`config.mk`:
```
export PLATFORM = sky130hd
export DESIGN_NAME = data_table_wr_arbiter
export DESIGN_NICKNAME = d
export VERILOG_FILES = /design/src/rtl/data_table_wr_arbiter.sv
export SDC_FILE = /design/constraint.sdc
export NUM_CORES = 1
export LEC_CHECK = 0
export ABC_CLOCK_PERIOD_IN_PS = 3800
export CORE_ASPECT_RATIO = 2
export CORE_MARGIN = 1.5
export CORE_UTILIZATION = 39
export DETAILED_ROUTE_END_ITERATION = 16
export MAX_ROUTING_LAYER = met4
export PLACE_DENSITY = 0.83
export SYNTH_ARGS = -nofsm -noshare
export SYNTH_HDL_FRONTEND = slang
export SYNTH_SLANG_ARGS = --single-unit
```
`constraint.sdc`:
```
create_clock -name clk_i -period 3.8 [get_ports clk_i]
set_input_delay 0.76 -clock clk_i [delete_from_list [all_inputs] [get_ports clk_i]]
set_output_delay 0.76 -clock clk_i [all_outputs]
set_load 0.03 [all_outputs]
```
`src/rtl/data_table_wr_arbiter.sv`:
```
// Write-port arbiter for the data table RAM: a full-RAM zero-fill engine plus a
// round-robin merge of insert and delete write requests onto one registered port.
module data_table_wr_arbiter #(
  parameter int unsigned A_WIDTH = 10,
  parameter int unsigned D_WIDTH = 64
) (
  input  logic               clk_i,
  input  logic               rst_i,

  input  logic               clear_ram_run_i,
  output logic               clear_ram_done_o,
  output logic               busy_o,

  input  logic               ins_wr_req_i,
  input  logic [A_WIDTH-1:0] ins_wr_addr_i,
  input  logic [D_WIDTH-1:0] ins_wr_data_i,
  output logic               ins_wr_ack_o,

  input  logic               del_wr_req_i,
  input  logic [A_WIDTH-1:0] del_wr_addr_i,
  input  logic [D_WIDTH-1:0] del_wr_data_i,
  output logic               del_wr_ack_o,

  output logic               wr_en_o,
  output logic [A_WIDTH-1:0] wr_addr_o,
  output logic [D_WIDTH-1:0] wr_data_o
);

  typedef enum logic [0:0] {StIdle, StClear} state_e;

  state_e             state_q, state_d;
  logic [A_WIDTH-1:0] cnt_q, cnt_d;
  logic               last_del_q, last_del_d;
  logic               wr_en_q, wr_en_d;
  logic [A_WIDTH-1:0] wr_addr_q, wr_addr_d;
  logic [D_WIDTH-1:0] wr_data_q, wr_data_d;
  logic               done_q, done_d;

  logic arb_ok;
  logic ins_gnt;
  logic del_gnt;

  // A clear request in the same cycle pre-empts any grant.
  assign arb_ok  = (state_q == StIdle) && !clear_ram_run_i && !rst_i;
  assign ins_gnt = arb_ok && ins_wr_req_i && (!del_wr_req_i || last_del_q);
  assign del_gnt = arb_ok && del_wr_req_i && (!ins_wr_req_i || !last_del_q);

  always_comb begin
    state_d    = state_q;
    cnt_d      = cnt_q;
    last_del_d = last_del_q;
    wr_en_d    = 1'b0;
    wr_addr_d  = wr_addr_q;
    wr_data_d  = wr_data_q;
    done_d     = 1'b0;

    unique case (state_q)
      StIdle: begin
        if (clear_ram_run_i) begin
          state_d = StClear;
          cnt_d   = '0;
        end else if (ins_gnt) begin
          wr_en_d    = 1'b1;
          wr_addr_d  = ins_wr_addr_i;
          wr_data_d  = ins_wr_data_i;
          last_del_d = 1'b0;
        end else if (del_gnt) begin
          wr_en_d    = 1'b1;
          wr_addr_d  = del_wr_addr_i;
          wr_data_d  = del_wr_data_i;
          last_del_d = 1'b1;
        end
      end
      StClear: begin
        if (clear_ram_run_i) begin
          // Restart: this cycle issues nothing and the aborted pass never signals done.
          cnt_d = '0;
        end else begin
          wr_en_d   = 1'b1;
          wr_addr_d = cnt_q;
          wr_data_d = '0;
          if (cnt_q == {A_WIDTH{1'b1}}) begin
            state_d = StIdle;
            done_d  = 1'b1;
          end else begin
            cnt_d = cnt_q + A_WIDTH'(1);
          end
        end
      end
      default: state_d = StIdle;
    endcase
  end

  always_ff @(posedge clk_i or posedge rst_i) begin
    if (rst_i) begin
      state_q    <= StIdle;
      cnt_q      <= '0;
      last_del_q <= 1'b1;
      wr_en_q    <= 1'b0;
      wr_addr_q  <= '0;
      wr_data_q  <= '0;
      done_q     <= 1'b0;
    end else begin
      state_q    <= state_d;
      cnt_q      <= cnt_d;
      last_del_q <= last_del_d;
      wr_en_q    <= wr_en_d;
      wr_addr_q  <= wr_addr_d;
      wr_data_q  <= wr_data_d;
      done_q     <= done_d;
    end
  end

  assign busy_o           = (state_q == StClear);
  assign ins_wr_ack_o     = ins_gnt;
  assign del_wr_ack_o     = del_gnt;
  assign wr_en_o          = wr_en_q;
  assign wr_addr_o        = wr_addr_q;
  assign wr_data_o        = wr_data_q;
  assign clear_ram_done_o = done_q;

endmodule

```
==> run metrics, run 1 <==
largest net degree at the start of global routing=between 70 and 80; CP Data Arrival Time=2.48 ns; Seq/Total Area, Yosys=0.517; Clk pin slew, worst setup/hold paths=roughly 0.060 ns; Mapped Area=between 4000 and 5000 um2; Slew Viols, Final=0; vias in the first global route=roughly 4,300; EDFF count, synth=0; Synth Flop Type=dfrtp_1; Syn Area/Cell=~10 um2; NumNets Final=between 700 and 800; post-synth cell types=37; htree depth=3; Worst-Margin Slew=around 1.1 ns; first-pass GRT wire length=between 20,000 and 25,000 um; Area growth syn-to-layout=64.4%; type of the worst setup path=in2out; worst rel slew slack=0.254; Hold Buf Count CTS=0; Synth Register Bits=88; Final Skew=between 0.01 and 0.015 ns; commonest non-fill, non-tap cells in the layout=clkdlybuf4s50_1 (230), dfrtp_1 (87), mux2i_1 (65); Clk Latency, worst-skew pair=between 0.3 and 0.4 ns; PD cells=307 nW/um2; Starting Density=0.404; Avg Vias per Cell=5.23; WP data required=between 3 and 4 ns; row count=53; CTS tree=yes; Leak=roughly 0.0032 uW; post-synthesis net count=581; status=completed; Fin. Hold Viols=0; CP startpoint kind=input pin; crit path time final=3.24 ns; cts bufs inserted=9; Starting DRT DRC Count=261; Post-CTS Setup Repair Bufs=0; # diodes=0; post-CTS sizing=0; I/O Pins=232; FMAX=~310 MHz; Setup violations, final=0; worst-path fanout max=5; die width=slightly below 80 um; final period utilization=0.853; drt total wl=13,300 um; Yosys warning count=0; PnR Total Power=between 2000 and 2500 uW; area taken by flip-flops and latches=about 2200 um2; Clock Tree Root=clkbuf_16; DRC viols=0; routed len/inst=roughly 17 um; vias=4,105; Filler cells=roughly 840; Max IR drop VDD=0.235 mV; worst hold path type=reg2reg; RSZ-0062 raised after global routing=no; fraction of layout cells with a size suffix above 1=0.0540; GR Overflow Total=0; Crit. End Element=output port; async set or reset register ratio after synthesis=1.00; clock sink count=between 80 and 90; total die area=about 12,000 um2; number of port buffers=231; Synth Instances=427; Core Footprint=approximately 11,000 um2; initial antenna violation count=0; multi-input logic area=about 1900 um2; most common cell after layout, fill and taps aside=clkdlybuf4s50_1; Placer Congestion=0.841; Detailed Routing Iterations Pass 1=4; Clock Tree Buf Depth=2; Max-Cap Viols=0; DRT antenna net count=0; Total GRT Usage=0.239; TNS Setup=0 ns; Die Y=around 150 um; DPL Wire Length=between 10,000 and 15,000 um
## worst paths after layout
check,startpoint,to,slack [ns],cells after the start
worst max-delay path,clear_ram_run_i,del_wr_ack_o,0.56,5
max in group asynchronous,rst_i,wr_addr_o[5]$_DFFE_PP0P_,2.16,3
worst min-delay path,wr_addr_o[6]$_DFFE_PP0P_,wr_addr_o[6]$_DFFE_PP0P_,0.48,2
worst min register to register,wr_addr_o[6]$_DFFE_PP0P_,wr_addr_o[6]$_DFFE_PP0P_,0.48,2
worst max register to register,busy_o$_DFF_PP0_,wr_data_o[20]$_DFFE_PP0P_,1.82,5
min in group asynchronous,rst_i,wr_data_o[27]$_DFFE_PP0P_,0.87,2
## Yosys cell counts, drive strengths merged, types with 3 or more instances
master	n	area (um2)
o21ai	68	340
mux2i	65	651
nand4	4	31.3
or3	3	18.8
a21oi	17	85.1
inv	3	11.3
nand2	40	150
dfrtp	87	2180
clkbuf	18	67.6
nor3	15	86.3
o41ai	10	87.6
nor2	19	71.3
nand3	44	220
nand2b	3	18.8
buf	15	95.1
## cell type report
cell class / instances / area share
Clock buffer: 10 / 0.0327
Clock inverter: 6 / 0.0132
Inverter: 3 / 0.00179
Multi-Input combinational cell: 303 / 0.273
Sequential cell: 88 / 0.314
Tap cell: 137 / 0.0245
Timing Repair Buffer: 238 / 0.341
## metal layers
metal / track usage / wire (um) / vias up
li1: - / - / 1965
met1: 0.239 / 4620 / 1936
met2: 0.450 / 7640 / 174
met3: 0.0392 / 610 / 30
met4: 0.105 / 449 / 0
met5: - / 0 / -
## per-stage QoR
step,area [um2],hold slack (ns),std cells,utilization,worst slack (ns)
finish,7010,0.478,785,0.665,0.558
global route,7010,0.507,785,0.665,0.472
CTS,7010,0.484,785,0.665,0.555
detailed placement,6690,0.470,769,0.634,0.569
global placement,6690,0.458,769,0.634,0.564
floorplan,4260,0.508,427,-,0.763
## state kept, by name, indices dropped and copies added (netlist names)
| name | flops |
|---|---|
| clear_ram_done_o | 1 |
| busy_o | 1 |
| wr_data_o | 64 |
| wr_addr_o | 10 |
| last_del_q | 1 |
| wr_en_o | 1 |
| cnt_q | 10 |
## power by group
part / total [uW] / internal [uW] / switching [uW]
logic: 257 / 166 / 91.1
clock network: 945 / 580 / 365
registers: 950 / 943 / 6.66
## logic make-up after synthesis
logic type,synth area share
and+or+nand+nor,0.150
xor gates and xnor gates,0.00206
muxes,0.153
DFF,0.517
adders and majority gates,0.00294
buffers and inverters,0.0408
AOI/OAI and AO/OA,0.135
## worst max-delay path, stage by stage
cell and delay, ns:
clkdlybuf4s50_1 0.47, nor3_4 0.36, nand2_1 0.09, a21oi_1 0.12, clkdlybuf4s50_1 0.68
Note: power is estimated with default switching activity, not from simulation.
==> inputs of run 2 (changes only) <==
--- a/config.mk
+++ b/config.mk
@@ -12,6 +12,8 @@
 export DETAILED_ROUTE_END_ITERATION = 16
 export MAX_ROUTING_LAYER = met4
 export PLACE_DENSITY = 0.83
+export SETUP_SLACK_MARGIN = 0.1
+export SKIP_CTS_REPAIR_TIMING = 1
 export SYNTH_ARGS = -nofsm -noshare
 export SYNTH_HDL_FRONTEND = slang
 export SYNTH_SLANG_ARGS = --single-unit
==> results of run 2 <==
No change in the layout: final DEF, timing and power equal those of run 1.
